==> config.mk <==
export PLATFORM = sky130hd
export DESIGN_NAME = ioctl_upload_packer
export DESIGN_NICKNAME = d
export VERILOG_FILES = /design/src/rtl/ioctl_upload_packer.sv
export SDC_FILE = /design/constraint.sdc
export NUM_CORES = 1
export LEC_CHECK = 0
export CORE_MARGIN = 1.5
export CORE_UTILIZATION = 50
export DETAILED_ROUTE_END_ITERATION = 16
export GPL_TIMING_DRIVEN = 1
export PLACE_DENSITY = 0.81
export SLEW_MARGIN = 10
export SYNTH_ARGS = -nofsm -noshare
export SYNTH_HDL_FRONTEND = slang
export SYNTH_SLANG_ARGS = --single-unit
export TNS_END_PERCENT = 5
==> constraint.sdc <==
create_clock -name clk_sys -period 2.6 [get_ports clk_sys]
set_input_delay 0.65 -clock clk_sys [delete_from_list [all_inputs] [get_ports clk_sys]]
set_output_delay 0.65 -clock clk_sys [all_outputs]
set_load 0.03 [all_outputs]
==> src/rtl/ioctl_upload_packer.sv <==
// ---------------------------------------------------------------------------
// ioctl_upload_packer
//
// Reads a block of bytes from the core one at a time over the ioctl read
// port. It packs them MSB-first into 32-bit words and hands each word to
// the host with a req/ack handshake. An upload is requested by a one-cycle
// start pulse that carries the byte count and the menu/file index.
//
// Ports
//   clk_sys            sole clock, rising edge
//   reset              synchronous, active-high
//   host_upload_start  one-cycle upload request (ignored unless idle)
//   host_upload_size   byte count, sampled with start
//   host_upload_index  menu/file index, sampled with start
//   host_updata        packed word to the host (lane 0 in [31:24])
//   host_updata_req    word valid, held until host_updata_ack
//   host_updata_ack    one-cycle acknowledge, only honoured while sending
//   host_upload_busy   upload in progress
//   host_upload_done   one-cycle completion pulse
//   ioctl_upload       core-side upload active (same as busy)
//   ioctl_index        latched index, held until the next accepted start
//   ioctl_addr         byte address being read
//   ioctl_rd           one-cycle read strobe
//   ioctl_din          byte returned by the core
//   ioctl_wait         core stall; ioctl_din not valid while high
//
// state | meaning
// ------+--------------------------------------------------------------
// IDLE  | waiting for host_upload_start
// READ  | ioctl_rd strobe for the current ioctl_addr
// WAITD | waiting for ioctl_wait low, then capture ioctl_din into a lane
// SEND  | host_updata_req high until host_updata_ack
// FIN   | host_upload_done pulse, busy/upload already low
// ---------------------------------------------------------------------------
module ioctl_upload_packer #(
    parameter int SIZE_W = 16,
    parameter int ADDR_W = 27
) (
    input  logic              clk_sys,
    input  logic              reset,
    input  logic              host_upload_start,
    input  logic [SIZE_W-1:0] host_upload_size,
    input  logic [15:0]       host_upload_index,
    output logic [31:0]       host_updata,
    output logic              host_updata_req,
    input  logic              host_updata_ack,
    output logic              host_upload_busy,
    output logic              host_upload_done,
    output logic              ioctl_upload,
    output logic [15:0]       ioctl_index,
    output logic [ADDR_W-1:0] ioctl_addr,
    output logic              ioctl_rd,
    input  logic [7:0]        ioctl_din,
    input  logic              ioctl_wait
);

    typedef enum logic [2:0] {
        ST_IDLE  = 3'd0,
        ST_READ  = 3'd1,
        ST_WAITD = 3'd2,
        ST_SEND  = 3'd3,
        ST_FIN   = 3'd4
    } state_t;

    state_t            state;
    state_t            state_nxt;

    logic [SIZE_W-1:0] size_q;
    logic [SIZE_W-1:0] byte_cnt;
    logic [SIZE_W-1:0] byte_cnt_inc;
    logic [1:0]        lane;
    logic [31:0]       word_q;

    logic              start_ok;
    logic              capture;
    logic              last_byte;
    logic              word_full;
    logic              all_sent;
    logic              word_acked;

    // A start is only honoured from IDLE; while busy it is dropped and the
    // latched size/index stay untouched.
    assign start_ok     = (state == ST_IDLE) && host_upload_start;

    // WAITD is always entered one cycle after READ, so a capture can never
    // coincide with the read strobe.
    assign capture      = (state == ST_WAITD) && !ioctl_wait;

    // byte_cnt < size_q while reading, so the increment never overflows.
    assign byte_cnt_inc = byte_cnt + SIZE_W'(1);
    assign last_byte    = (byte_cnt_inc == size_q);
    assign word_full    = (lane == 2'd3);
    assign all_sent     = (byte_cnt == size_q);
    assign word_acked   = (state == ST_SEND) && host_updata_ack;

    // -----------------------------------------------------------------------
    // State register
    // -----------------------------------------------------------------------
    always_ff @(posedge clk_sys) begin
        if (reset) begin
            state <= ST_IDLE;
        end else begin
            state <= state_nxt;
        end
    end

    // -----------------------------------------------------------------------
    // Next-state logic
    // -----------------------------------------------------------------------
    always_comb begin
        state_nxt = state;
        case (state)
            ST_IDLE: begin
                if (host_upload_start) begin
                    state_nxt = (host_upload_size == '0) ? ST_FIN : ST_READ;
                end
            end
            ST_READ: begin
                state_nxt = ST_WAITD;
            end
            ST_WAITD: begin
                if (!ioctl_wait) begin
                    state_nxt = (word_full || last_byte) ? ST_SEND : ST_READ;
                end
            end
            ST_SEND: begin
                if (host_updata_ack) begin
                    state_nxt = all_sent ? ST_FIN : ST_READ;
                end
            end
            ST_FIN: begin
                state_nxt = ST_IDLE;
            end
            default: begin
                state_nxt = ST_IDLE;
            end
        endcase
    end

    // -----------------------------------------------------------------------
    // Output decode
    // -----------------------------------------------------------------------
    always_comb begin
        ioctl_rd         = 1'b0;
        host_updata_req  = 1'b0;
        host_upload_busy = 1'b0;
        host_upload_done = 1'b0;
        ioctl_upload     = 1'b0;
        case (state)
            ST_READ: begin
                ioctl_rd         = 1'b1;
                host_upload_busy = 1'b1;
                ioctl_upload     = 1'b1;
            end
            ST_WAITD: begin
                host_upload_busy = 1'b1;
                ioctl_upload     = 1'b1;
            end
            ST_SEND: begin
                host_updata_req  = 1'b1;
                host_upload_busy = 1'b1;
                ioctl_upload     = 1'b1;
            end
            ST_FIN: begin
                // busy and upload drop in the same cycle as the done pulse
                host_upload_done = 1'b1;
            end
            default: begin
                ioctl_rd = 1'b0;
            end
        endcase
    end

    assign host_updata = word_q;

    // -----------------------------------------------------------------------
    // Datapath: latched request, address/byte/lane counters, word assembly
    // -----------------------------------------------------------------------
    always_ff @(posedge clk_sys) begin
        if (reset) begin
            size_q      <= '0;
            byte_cnt    <= '0;
            lane        <= '0;
            word_q      <= '0;
            ioctl_index <= '0;
            ioctl_addr  <= '0;
        end else if (start_ok) begin
            size_q      <= host_upload_size;
            ioctl_index <= host_upload_index;
            byte_cnt    <= '0;
            lane        <= '0;
            word_q      <= '0;
            ioctl_addr  <= '0;
        end else if (capture) begin
            case (lane)
                2'd0:    word_q[31:24] <= ioctl_din;
                2'd1:    word_q[23:16] <= ioctl_din;
                2'd2:    word_q[15:8]  <= ioctl_din;
                default: word_q[7:0]   <= ioctl_din;
            endcase
            ioctl_addr <= ioctl_addr + ADDR_W'(1);
            byte_cnt   <= byte_cnt_inc;
            lane       <= lane + 2'd1;
        end else if (word_acked && !all_sent) begin
            // Clearing the word here keeps the unused lanes of a final
            // partial word at zero.
            word_q <= '0;
            lane   <= '0;
        end
    end

endmodule

# After elaboration in Yosys (flattened, before gate mapping)
# Cells that the tools add are included.
# word_totals
input_bits	45
wordCells	67
output_inout_bits	80
reg_bits	112
# classes
n_eq_ne	16
n_mux	19
n_addsub	3
n_reduce_logical	19
# ops
op	n
32-bit 2-to-1 mux	2
16-bit equality test	2
8-bit 2-to-1 mux	4
27-bit by 1-bit adder with 27-bit output (second input constant)	1
16-bit by 1-bit adder with 16-bit output (second input constant)	1
16-bit logical NOT	1
3-bit 2-to-1 mux	5
3-bit one-hot mux with 4 select lines	1
2-bit != test (second input constant)	4
2-bit AND reduction	4
3-bit by 2-bit equality test with 1-bit output (second input constant)	2
2-bit 2-to-1 mux	3
2-bit by 1-bit != test with 1-bit output (second input constant)	3
3-bit OR reduction	2
2-bit equality test (second input constant)	2
1-bit logical AND	4
1-bit 2-to-1 mux	4
3-bit by 1-bit equality test with 1-bit output (second input constant)	1
3-bit equality test (second input constant)	1
3-bit logical NOT	1
3-bit AND reduction	1
2-bit by 1-bit adder with 2-bit output (second input constant)	1
2-bit by 1-bit equality test with 1-bit output (second input constant)	1
1-bit logical NOT	2
other kinds (4)	4

# Logic depth before layout (Yosys ltp)
# depth
ltp_word	6
depth_mapped	8
ltp_nobuf	7

# Worst setup path after synthesis
# Ideal clock, no wire load.
# synth_path
path_type	register -> output
startpoint	register state[0]
endpoint	output ioctl_upload
setup_slack_ns	0.488
path_stages_with_launch	5
t_arrival_ns	1.462
required_time_ns	1.950
cell_sequence	dfxtp_1 > clkbuf_1 > nor2_1 > nor2_1 > buf_4
# synth_via
elab_chain_len	3
word_cells_on_any_way	5
cone_classes	3 x eq/ne; 1 x mux; 1 x reduce/logical
# synth_lines
item	line_no	source
start, declared	65	state_t state;
start signal, assigned	103	state <= state_nxt;
3-bit by 2-bit equality test with 1-bit output or 3-bit by 1-bit equality test with 1-bit output (tied branches)	-	
3-bit OR reduction (no source line) (*)	-	
1-bit 2-to-1 mux (*)	-	
end, declared	49	output logic ioctl_upload,
# Every way passes the cells marked *; elsewhere a longest branch is shown, timed or not.

# Worst setup path after layout
# layout_path
startpoint	register state[0]
endpoint	output host_upload_done
# layout_via
elab_chain_len	2
# layout_lines
item	line_no	source
3-bit equality test	149	case (state)
1-bit 2-to-1 mux	149	
end, declared	48	output logic host_upload_done,
# Every way passes these cells.

==> reports/summary.txt <==
DP Wirelength = 8920 um
first-pass GRT wire length = 20500 um
CP arrival = 1.86 ns
Ant. Diodes = 0
Setup crit end kind = output pin
Design Power = 3250 uW
most frequent cells in the layout = 124 x clkdlybuf4s50_1, 110 x dfxtp_1, 92 x nand2_1, 79 x nor2_1, 47 x a21oi_1
CTS Root Cell = clkbuf_8
Total Wirelength = 12100 um
H-tree depth = 3
Worst-path clk slew = 0.11 ns
Setup Fix Bufs, Post-CTS = 0
commonest non-fill, non-tap cell in the layout = clkdlybuf4s50_1
Setup CP Type = flop to output pin
Residual DRC = 0
post-synthesis sequential area ratio = 43.9%
Post-Syn Area = 5110 um2
WL/cell = 14.3 um
Buffers & Inverters on Critical Path = 1
Slew @ Worst Pin = 0.515 ns
vias in the first global route = 4520
final hold viol count = 0
Post-synth EDFFs = 0
register bit total from synthesis = 112
crit path launch type = flop
max cap viols = 0
outcome = finished clean
hold crit path type = flop to flop
layout cells sized above 1 = 7.69%
Worst Path Max Fanout = 10
f_max = 398 MHz
cell leakage power = 0.00221 uW
pwr dens = 489 nW/um2
CTS Buf Count = 9
Cells after Synth = 600
Async SR Flop Fraction = 0%
Die W = 104 um
Final nets = 763
RSZ-0062 raised after global routing = no
top cells by area, synth = dfxtp_1 44%, nand2_1 6.8%, nor2_1 5.8%
Final Skew = 0.0109 ns
drt pass-1 iters = 5
# clock sinks = 112
via count = 4574
Initial Util = 51.8%
crit share post-route = 96.6%
placeable core region = 9860 um2
Area after DPL = 6450 um2
CTS tree = yes
CP max stage cell = clkdlybuf4s50_1
Worst-Skew Late Latency = 0.38 ns
Avg Inst Size Synth = 8.52 um2
CP cell instances = nor2_1, and2_1, clkdlybuf4s50_1
post-route cell area = 6640 um2
Yosys top cell area share = 43.9%
gr usage total = 22.9%
Synth Flop Type = dfxtp_1
cts repair resizes = 0
Max Root-Sink Buffers = 2
worst setup margin = 0.0881 ns
min Tclk post-route = 2.51 ns
Vias per Instance = 5.39
Post-Syn Nets = 652
slew margin rel. = 65.3%
Setup TNS Final = 0 ns
pre-CTS WS = -0.0800 ns
Max VDD drop = 0.354 mV
post-synth top area cell = dfxtp_1
# IOs = 125
family with the most delay on the worst path = buffers and inverters
Routed Antenna Nets = 0
hold buffers post-CTS = 0
Netlist cell types = 54
initial antenna violation count = 0
PortBufs = 124
Synth Warn # = 0
largest net degree at the start of global routing = 78
gpl congestion = 0.878
CP peak stage delay = 0.66 ns
die extent in y = 104 um
Die ar. = 10800 um2
row count = 36
Starting DRT DRC Count = 339
Worst EP required = 1.95 ns
synthesis-to-finish area growth = 29.9%
# setup viols final = 0
Pins Over Slew Limit = 0
gr ovfl total = 0
worst reg2reg max path: cells and delay by family (launching register included):
| family | cells | cell delay, ns |
|---|---|---|
| AOI/OAI and AO/OA | 2 | 0.44 |
| DFF | 1 | 0.54 |
| and+or+nand+nor | 4 | 1.26 |
state kept, by name (all words and copies together) (netlist names):
name,flops
lane,2
ioctl_index,16
ioctl_addr,27
host_updata,32
size_q,16
state,3
byte_cnt,16
final timing paths:
check / startpoint / endpoint / slack, ns / cells after the start
max reg2reg: byte_cnt[2] / state[1] / 0.26 / 6
min: ioctl_index[10] / ioctl_index[10] / 0.46 / 2
max: state[0] / host_upload_done / 0.09 / 3
min reg2reg: ioctl_index[10] / ioctl_index[10] / 0.46 / 2
cells by family (layout without fill, tap and decap cells):
group	Yosys count	count (layout)	synth area share, %
compound gates	112	112	14.4
fa+ha+maj	7	7	1.71
mux	1	1	0.220
xor+xnor	56	56	9.89
buf+inv	46	161	4.77
simple gates	266	266	25.1
flops	112	112	43.9
metal layers:
layer  track usage [%]  wire (um)
met1              27.5       5360
met2              40.3       5930
met3              5.39        681
met4              7.04        163
met5                 0          0
layout make-up:
| type | count | area (um2) |
|---|---|---|
| fillers | 827 | 3230 |
| clock buffers | 10 | 138 |
| repair buffers | 140 | 1370 |
| multi-input cells | 442 | 2640 |
| flip-flops and latches | 112 | 2240 |
| clock inverters | 5 | 52.6 |
| inverters | 6 | 22.5 |
| well taps | 133 | 166 |
per-stage QoR:
step                      utilization [%]  cells  hold slack (ns)
after floorplan                         -    600            0.446
after global placement               65.3    833            0.442
after detailed placement             65.3    833            0.450
after CTS                            67.3    848            0.466
after global routing                 67.3    848            0.487
final                                67.3    848            0.462
power breakdown:
| group | switching [uW] | internal, uW |
|---|---|---|
| Combinational | 260 | 202 |
| Clock | 601 | 390 |
| Sequential | 35.7 | 1760 |
| Total | 896 | 2350 |
cell usage after synthesis, drive strengths merged (13+ instances only):
cell type  instances
a21oi             51
nand4             18
dfxtp            112
a22oi             33
o21ai             13
buf               17
xnor2             33
xor2              23
nand3             13
nand2             92
clkbuf            23
nor2              79
Note: power is estimated with default switching activity, not from simulation.
